[src/rtl/axi_llc_wr_mux.sv]
// axi_llc_wr_mux: N-to-1 AXI4 write-path mux in front of the LLC (round-robin AW, W in grant order, B by ID).
// Define AXI_LLC_WR_MUX_AW_BYPASS_EN for a combinational 0-latency AW path; otherwise AW is registered.
module axi_llc_wr_mux #(
    parameter int NumPorts     = 4,
    parameter int AxiIdWidth   = 6,
    parameter int AxiAddrWidth = 64,
    parameter int AxiDataWidth = 64,
    parameter int WFifoDepth   = 4,
    localparam int PortIdxW    = $clog2(NumPorts),
    localparam int MstIdW      = AxiIdWidth + PortIdxW
) (
    input  logic                               clk_i,
    input  logic                               rst_i,
    input  logic [NumPorts-1:0]                slv_aw_valid_i,
    output logic [NumPorts-1:0]                slv_aw_ready_o,
    input  logic [NumPorts*AxiIdWidth-1:0]     slv_aw_id_i,
    input  logic [NumPorts*AxiAddrWidth-1:0]   slv_aw_addr_i,
    input  logic [NumPorts-1:0]                slv_w_valid_i,
    output logic [NumPorts-1:0]                slv_w_ready_o,
    input  logic [NumPorts*AxiDataWidth-1:0]   slv_w_data_i,
    input  logic [NumPorts-1:0]                slv_w_last_i,
    output logic [NumPorts-1:0]                slv_b_valid_o,
    input  logic [NumPorts-1:0]                slv_b_ready_i,
    output logic [AxiIdWidth-1:0]              slv_b_id_o,
    output logic                               mst_aw_valid_o,
    input  logic                               mst_aw_ready_i,
    output logic [MstIdW-1:0]                  mst_aw_id_o,
    output logic [AxiAddrWidth-1:0]            mst_aw_addr_o,
    output logic                               mst_w_valid_o,
    input  logic                               mst_w_ready_i,
    output logic [AxiDataWidth-1:0]            mst_w_data_o,
    output logic                               mst_w_last_o,
    input  logic                               mst_b_valid_i,
    output logic                               mst_b_ready_o,
    input  logic [MstIdW-1:0]                  mst_b_id_i
);

    localparam int SumW = PortIdxW + 1;
    localparam int PtrW = (WFifoDepth > 1) ? $clog2(WFifoDepth) : 1;
    localparam int CntW = $clog2(WFifoDepth + 1);
    localparam logic [PtrW-1:0]     PtrLast  = PtrW'(WFifoDepth - 1);
    localparam logic [CntW-1:0]     CntFull  = CntW'(WFifoDepth);
    localparam logic [PortIdxW-1:0] PortLast = PortIdxW'(NumPorts - 1);

    logic [PortIdxW-1:0] rr_ptr_reg;
    logic [PortIdxW-1:0] arb_idx;
    logic                arb_valid;
    logic [SumW-1:0]     arb_sum;
    logic [PortIdxW-1:0] grant_idx;
    logic                aw_accept;

    logic [PortIdxW-1:0] fifo_mem [WFifoDepth];
    logic [PtrW-1:0]     wr_ptr_reg;
    logic [PtrW-1:0]     rd_ptr_reg;
    logic [CntW-1:0]     count_reg;
    logic                fifo_full;
    logic                fifo_empty;
    logic                fifo_push;
    logic                fifo_pop;
    logic [PortIdxW-1:0] w_head;

    logic [PortIdxW-1:0] b_idx;
    logic                b_oob;

    // Round-robin search: walk downward so the lowest offset from the pointer wins.
    always_comb begin
        arb_idx   = rr_ptr_reg;
        arb_valid = 1'b0;
        arb_sum   = '0;
        for (int k = NumPorts - 1; k >= 0; k--) begin
            arb_sum = {1'b0, rr_ptr_reg} + SumW'(k);
            if (arb_sum >= SumW'(NumPorts)) begin
                arb_sum = arb_sum - SumW'(NumPorts);
            end
            if (slv_aw_valid_i[arb_sum[PortIdxW-1:0]]) begin
                arb_idx   = arb_sum[PortIdxW-1:0];
                arb_valid = 1'b1;
            end
        end
    end

    always_ff @(posedge clk_i or posedge rst_i) begin
        if (rst_i) begin
            rr_ptr_reg <= '0;
        end else if (aw_accept) begin
            rr_ptr_reg <= (grant_idx == PortLast) ? '0 : grant_idx + 1'b1;
        end
    end

`ifdef AXI_LLC_WR_MUX_AW_BYPASS_EN
    logic                lock_reg;
    logic [PortIdxW-1:0] lock_idx_reg;
    logic                grant_valid;

    // Once offered, the grant is frozen until the LLC takes it; full cannot rise meanwhile.
    assign grant_idx      = lock_reg ? lock_idx_reg : arb_idx;
    assign grant_valid    = (lock_reg | arb_valid) & !fifo_full & !rst_i;
    assign aw_accept      = grant_valid & mst_aw_ready_i;
    assign mst_aw_valid_o = grant_valid;
    assign mst_aw_id_o    = {grant_idx, slv_aw_id_i[grant_idx*AxiIdWidth +: AxiIdWidth]};
    assign mst_aw_addr_o  = slv_aw_addr_i[grant_idx*AxiAddrWidth +: AxiAddrWidth];

    always_ff @(posedge clk_i or posedge rst_i) begin
        if (rst_i) begin
            lock_reg     <= 1'b0;
            lock_idx_reg <= '0;
        end else begin
            lock_reg     <= grant_valid & !mst_aw_ready_i;
            lock_idx_reg <= grant_idx;
        end
    end
`else
    logic                    aw_valid_reg;
    logic [MstIdW-1:0]       aw_id_reg;
    logic [AxiAddrWidth-1:0] aw_addr_reg;

    assign grant_idx      = arb_idx;
    assign aw_accept      = arb_valid & (!aw_valid_reg | mst_aw_ready_i) & !fifo_full & !rst_i;
    assign mst_aw_valid_o = aw_valid_reg;
    assign mst_aw_id_o    = aw_id_reg;
    assign mst_aw_addr_o  = aw_addr_reg;

    always_ff @(posedge clk_i or posedge rst_i) begin
        if (rst_i) begin
            aw_valid_reg <= 1'b0;
            aw_id_reg    <= '0;
            aw_addr_reg  <= '0;
        end else if (aw_accept) begin
            aw_valid_reg <= 1'b1;
            aw_id_reg    <= {arb_idx, slv_aw_id_i[arb_idx*AxiIdWidth +: AxiIdWidth]};
            aw_addr_reg  <= slv_aw_addr_i[arb_idx*AxiAddrWidth +: AxiAddrWidth];
        end else if (mst_aw_ready_i) begin
            aw_valid_reg <= 1'b0;
        end
    end
`endif

    // W order FIFO: holds the port index of every accepted AW whose burst is not yet done.
    assign fifo_full  = (count_reg == CntFull);
    assign fifo_empty = (count_reg == '0);
    assign fifo_push  = aw_accept;
    assign fifo_pop   = mst_w_valid_o & mst_w_ready_i & mst_w_last_o;
    assign w_head     = fifo_mem[rd_ptr_reg];

    always_ff @(posedge clk_i or posedge rst_i) begin
        if (rst_i) begin
            wr_ptr_reg <= '0;
            rd_ptr_reg <= '0;
            count_reg  <= '0;
        end else begin
            if (fifo_push) begin
                wr_ptr_reg <= (wr_ptr_reg == PtrLast) ? '0 : wr_ptr_reg + 1'b1;
            end
            if (fifo_pop) begin
                rd_ptr_reg <= (rd_ptr_reg == PtrLast) ? '0 : rd_ptr_reg + 1'b1;
            end
            if (fifo_push && !fifo_pop) begin
                count_reg <= count_reg + 1'b1;
            end else if (!fifo_push && fifo_pop) begin
                count_reg <= count_reg - 1'b1;
            end
        end
    end

    always_ff @(posedge clk_i) begin
        if (fifo_push) begin
            fifo_mem[wr_ptr_reg] <= grant_idx;
        end
    end

    assign mst_w_valid_o = !fifo_empty && slv_w_valid_i[w_head];
    assign mst_w_data_o  = slv_w_data_i[w_head*AxiDataWidth +: AxiDataWidth];
    assign mst_w_last_o  = slv_w_last_i[w_head];

    // B responses are routed by the port index carried in the upper ID bits.
    assign b_idx      = mst_b_id_i[MstIdW-1:AxiIdWidth];
    assign slv_b_id_o = mst_b_id_i[AxiIdWidth-1:0];

    if ((1 << PortIdxW) == NumPorts) begin : g_b_pow2
        assign b_oob = 1'b0;
    end else begin : g_b_npow2
        assign b_oob = ({1'b0, b_idx} >= SumW'(NumPorts));
    end

    assign mst_b_ready_o = !rst_i && (b_oob || slv_b_ready_i[b_idx]);

    for (genvar gi = 0; gi < NumPorts; gi++) begin : g_port
        assign slv_aw_ready_o[gi] = aw_accept && (grant_idx == PortIdxW'(gi));
        assign slv_w_ready_o[gi]  = !fifo_empty && mst_w_ready_i && (w_head == PortIdxW'(gi));
        assign slv_b_valid_o[gi]  = mst_b_valid_i && !rst_i && !b_oob && (b_idx == PortIdxW'(gi));
    end

endmodule

[config.mk]
export PLATFORM = sky130hd
export DESIGN_NAME = axi_llc_wr_mux
export DESIGN_NICKNAME = d
export VERILOG_FILES = /design/src/rtl/axi_llc_wr_mux.sv
export SDC_FILE = /design/constraint.sdc
export NUM_CORES = 1
export LEC_CHECK = 0
export BUFFER_PORTS_ARGS = -buffer_cell sky130_fd_sc_hd__buf_4
export CORE_AREA = 2 2 278 280
export CTS_CLUSTER_SIZE = 12
export DETAILED_ROUTE_END_ITERATION = 6
export DIE_AREA = 0 0 280 282
export PLACE_DENSITY = 0.35
export RECOVER_POWER = 100
export SLEW_MARGIN = 20
export SYNTH_ARGS = -nofsm -noshare
export SYNTH_HDL_FRONTEND = slang
export SYNTH_SLANG_ARGS = --single-unit
[constraint.sdc]
create_clock -name clk_i -period 5.4 [get_ports clk_i]
set_clock_uncertainty 0.05 [all_clocks]
set_input_delay 0.54 -clock clk_i [delete_from_list [all_inputs] [get_ports clk_i]]
set_output_delay 0.54 -clock clk_i [all_outputs]
set_load 0.05 [all_outputs]
==> results.md <==
- Status: finished, violations left
- Failing checks: max-capacitance violations, max-slew violations
- Vias in the first global route: 8,969
- Clk_lat worst skew: 0.38 ns
- Initial Utilization: 9.38%
- Reg2reg start: rr_ptr_reg[0]$_DFFE_PP0P_
- # port buffers: 710
- Die height: 282 um
- Post-route ant nets: 0
- Crit path capture: slv_aw_ready_o[3]
- Switch share: 59.8%
- Layout net count: 1,837
- Crit. Startpoint: rr_ptr_reg[0]$_DFFE_PP0P_
- Simple-Gate Fraction of Synth Area: 7.03%
- Fin. Hold Viols: 0
- Total clock sinks: 90
- Initial antenna violation count: 31
- Net count after synthesis: 1,171
- Worst Hold Class: in -> reg
- Cell Area, Synth: 7100 sq um
- FF-to-FF path depth: 6
- Type of origin of the critical path: flip-flop
- Drc violations: 0
- CTS tree: built
- CTS clk-pin slew, worst paths: 0.07 ns
- Max-Slew Margin vs Limit: -76.3%
- HPWL after detailed placement: 47,700 um
- XOR/XNOR Fraction of Synth Area: 0.370%
- Congestion Overflow GR: 0
- Htree depth: 3
- Fin cells: 2,259
- Setup crit end kind: output port
- Setup TNS: 0 ns
- RSZ-0062 raised after global routing: no
- YS warnings: 0
- Post-synthesis mux area share: 42.5%
- Total track usage: 13.6%
- Fraction of the yosys area taken by sequential cells: 32.3%
- # IOs: 723
- Final WL: 56,100 um
- Fraction of layout cells with a size suffix above 1: 52.2%
- Adder-cell area share of the yosys netlist: 2.04%
- Clock network power share: 9.0%
- CP Class: reg -> out
- Area delta synth->final: 85.4%
- CTS buffer count: 9
- Via count: 8,208
- Sw Pwr: 0.00453 W
- Internal power: 0.00305 W
- Final setup viols: 0
- Drt pass-1 iters: 5
- Avg WL per Cell: 24.8 um
- Reg2reg setup slack: 1.02 ns
- Post-CTS Hold Buffers: 0
- Placed Instances: 2,227
- Clk root buf: clkbuf_16
- Tmin final: 4.42 ns
- First-pass GRT wire length: 73,200 um
- Critical Path AT: 3.83 ns
- Chip width: 280 um
- Syn_area_per_cell: 11.9 sq um
- Max reg flops: 64
- Pin count of the biggest net entering global routing: 72
- Max Cap Viol: 3
- Routability cong.: 0.944
- Power, Total: 0.00759 W
- Leak: 5.96 nW
- Post-synthesis compound-gate area fraction: 10.5%
- VDD IR max: 0.261 mV
- Tcrit/Tclk final: 81.9%
- Die Footprint: 79,000 sq um
- Combinational share of power: 75.2%
- Fin. max-slew vios: 154
- Post-CTS Repair Setup Buffers: 0
- Filler cell count: 8,591
- Largest family of logic cells by synthesized area: multiplexers
- Syn Inst Count: 595
- P per Cell Area: 576 nW/um^2
- CTS-repair resized insts: 0
- Crit Reg-Reg Endpoint: mst_aw_addr_o[20]$_DFFE_PP0P_
- Unique masters post-synth: 39
- Worst Path Required: 4.81 ns
- #FFs+latches synth: 90
- Critical Path Fanout Max: 42
- Actual slew at the worst max-slew pin: 2.64 ns
- Core area: 75,700 sq um
- Vias per cell: 3.63
- Cell row count: 101
- Seq pwr share: 15.7%
- Fmax: 226 MHz
- Initial DRC Count: 304
- Max clock buf depth: 2
==> final cells by class <==
class                      count  area, sq um  area share, %
clock buffer                  10          239           1.82
antenna                       15         37.5          0.285
multi-input combinational    434         4430           33.7
tap                          978         1220           9.29
clock inverter                 6         55.1          0.418
inverter                       9         35.0          0.266
sequential                    90         2290           17.4
timing repair buffer         717         4850           36.8
==> cell usage after synthesis (all sizes together) <==
cell	n	area [sq um]
nand2b	2	12.5
ha	10	125
nor2	14	52.6
nand2	80	300
xor2	2	17.5
dfrtp	82	2050
a21oi	3	15.0
mux4	67	1510
nor3b	1	7.51
mux2	6	75.1
o32a	1	22.5
and2	9	56.3
or2	1	6.26
clkbuf	27	101
a2bb2oi	1	8.76
mux2i	143	1430
nor2b	5	31.3
xnor2	1	8.76
inv	9	33.8
a221o	1	10.0
a211oi	1	7.51
o21ai	6	30.0
edfxtp	8	240
nor3	1	5.00
and3	1	6.26
nor4	1	6.26
buf	35	244
a2111o	1	11.3
o22a	1	8.76
o221ai	71	622
o22ai	1	6.26
and3b	1	8.76
or3	1	6.26
fa	1	20.0
==> cells by family (layout without fill, tap and decap cells) <==
group | count (synthesis) | count (layout)
DFF | 90 | 90
muxes | 216 | 216
other | 0 | 15
and+or+nand+nor | 117 | 117
buffers and inverters | 71 | 742
adders and majority gates | 11 | 11
xor gates and xnor gates | 3 | 3
AOI/OAI and AO/OA | 87 | 87
==> layout by cell type (no fill, tap or decap), types with 4 or more instances in the layout <==
master	n
buf_4	565
clkbuf_1	147
mux2i_1	143
dfrtp_1	82
nand2_1	79
o221ai_1	71
mux4_2	67
diode_2	15
nor2_1	14
ha_1	10
clkbuf_16	9
edfxtp_1	8
inv_1	7
nor2b_1	5
and2_1	5
and2_0	4
o21ai_1	4
inv_6	4
==> metal layers <==
layer  vias up  GRT usage [%]  share of wire [%]
li1       3694              -                  -
met1      3958           12.6                 32
met2       472           26.2                 56
met3        80           3.31                6.8
met4         4           9.23                5.2
met5         -              0              0.045
==> power by group through the flow <==
stage / Combinational, W / Sequential [W] / Clock (W)
after floorplan: 0.00345 / 0.00209 / 0
after global placement: 0.00629 / 0.00121 / 0
after detailed placement: 0.00630 / 0.00121 / 0
after CTS: 0.00630 / 0.00120 / 0.000740
after global routing: 0.00605 / 0.00124 / 0.000753
final: 0.00571 / 0.00119 / 0.000685
==> per-stage QoR <==
| stage | cell area [sq um] | hold WS (ns) | setup slack [ns] | utilization, % |
|---|---|---|---|---|
| finish | 13200 | 0.408 | 0.976 | 17.4 |
| global placement | 13400 | 0.414 | 1.79 | 17.7 |
| global route | 13200 | 0.386 | 0.623 | 17.4 |
| CTS | 13700 | 0.230 | 1.36 | 18.1 |
| floorplan | 7100 | 0.415 | 1.94 | - |
| detailed placement | 13400 | 0.424 | 1.78 | 17.7 |
==> how the worst min path moves through the flow <==
stage / start / endpoint / slack, ns / cells past startpoint
after floorplan: count_reg[2]$_DFFE_PP0P_ / count_reg[2]$_DFFE_PP0P_ / 0.41 / 1
after global placement: mst_aw_id_o[6]$_DFFE_PP0P_ / mst_aw_id_o[6]$_DFFE_PP0P_ / 0.41 / 2
after detailed placement: mst_aw_id_o[6]$_DFFE_PP0P_ / mst_aw_id_o[6]$_DFFE_PP0P_ / 0.42 / 2
after CTS: rst_i / count_reg[2]$_DFFE_PP0P_ / 0.23 / 2
after global routing: slv_aw_id_i[8] / mst_aw_id_o[2]$_DFFE_PP0P_ / 0.39 / 3
final: mst_aw_ready_i / mst_aw_valid_o$_DFFE_PP0P_ / 0.41 / 3
==> critical path, cell delays in order (launching register included) <==
cell and delay (ns):
dfrtp_1 0.40, nor2b_1 0.16, a221o_1 0.15, o22a_1 1.89, ha_1 0.42, and2_1 0.19, buf_4 0.23
Power figures use the tool's default switching activity.
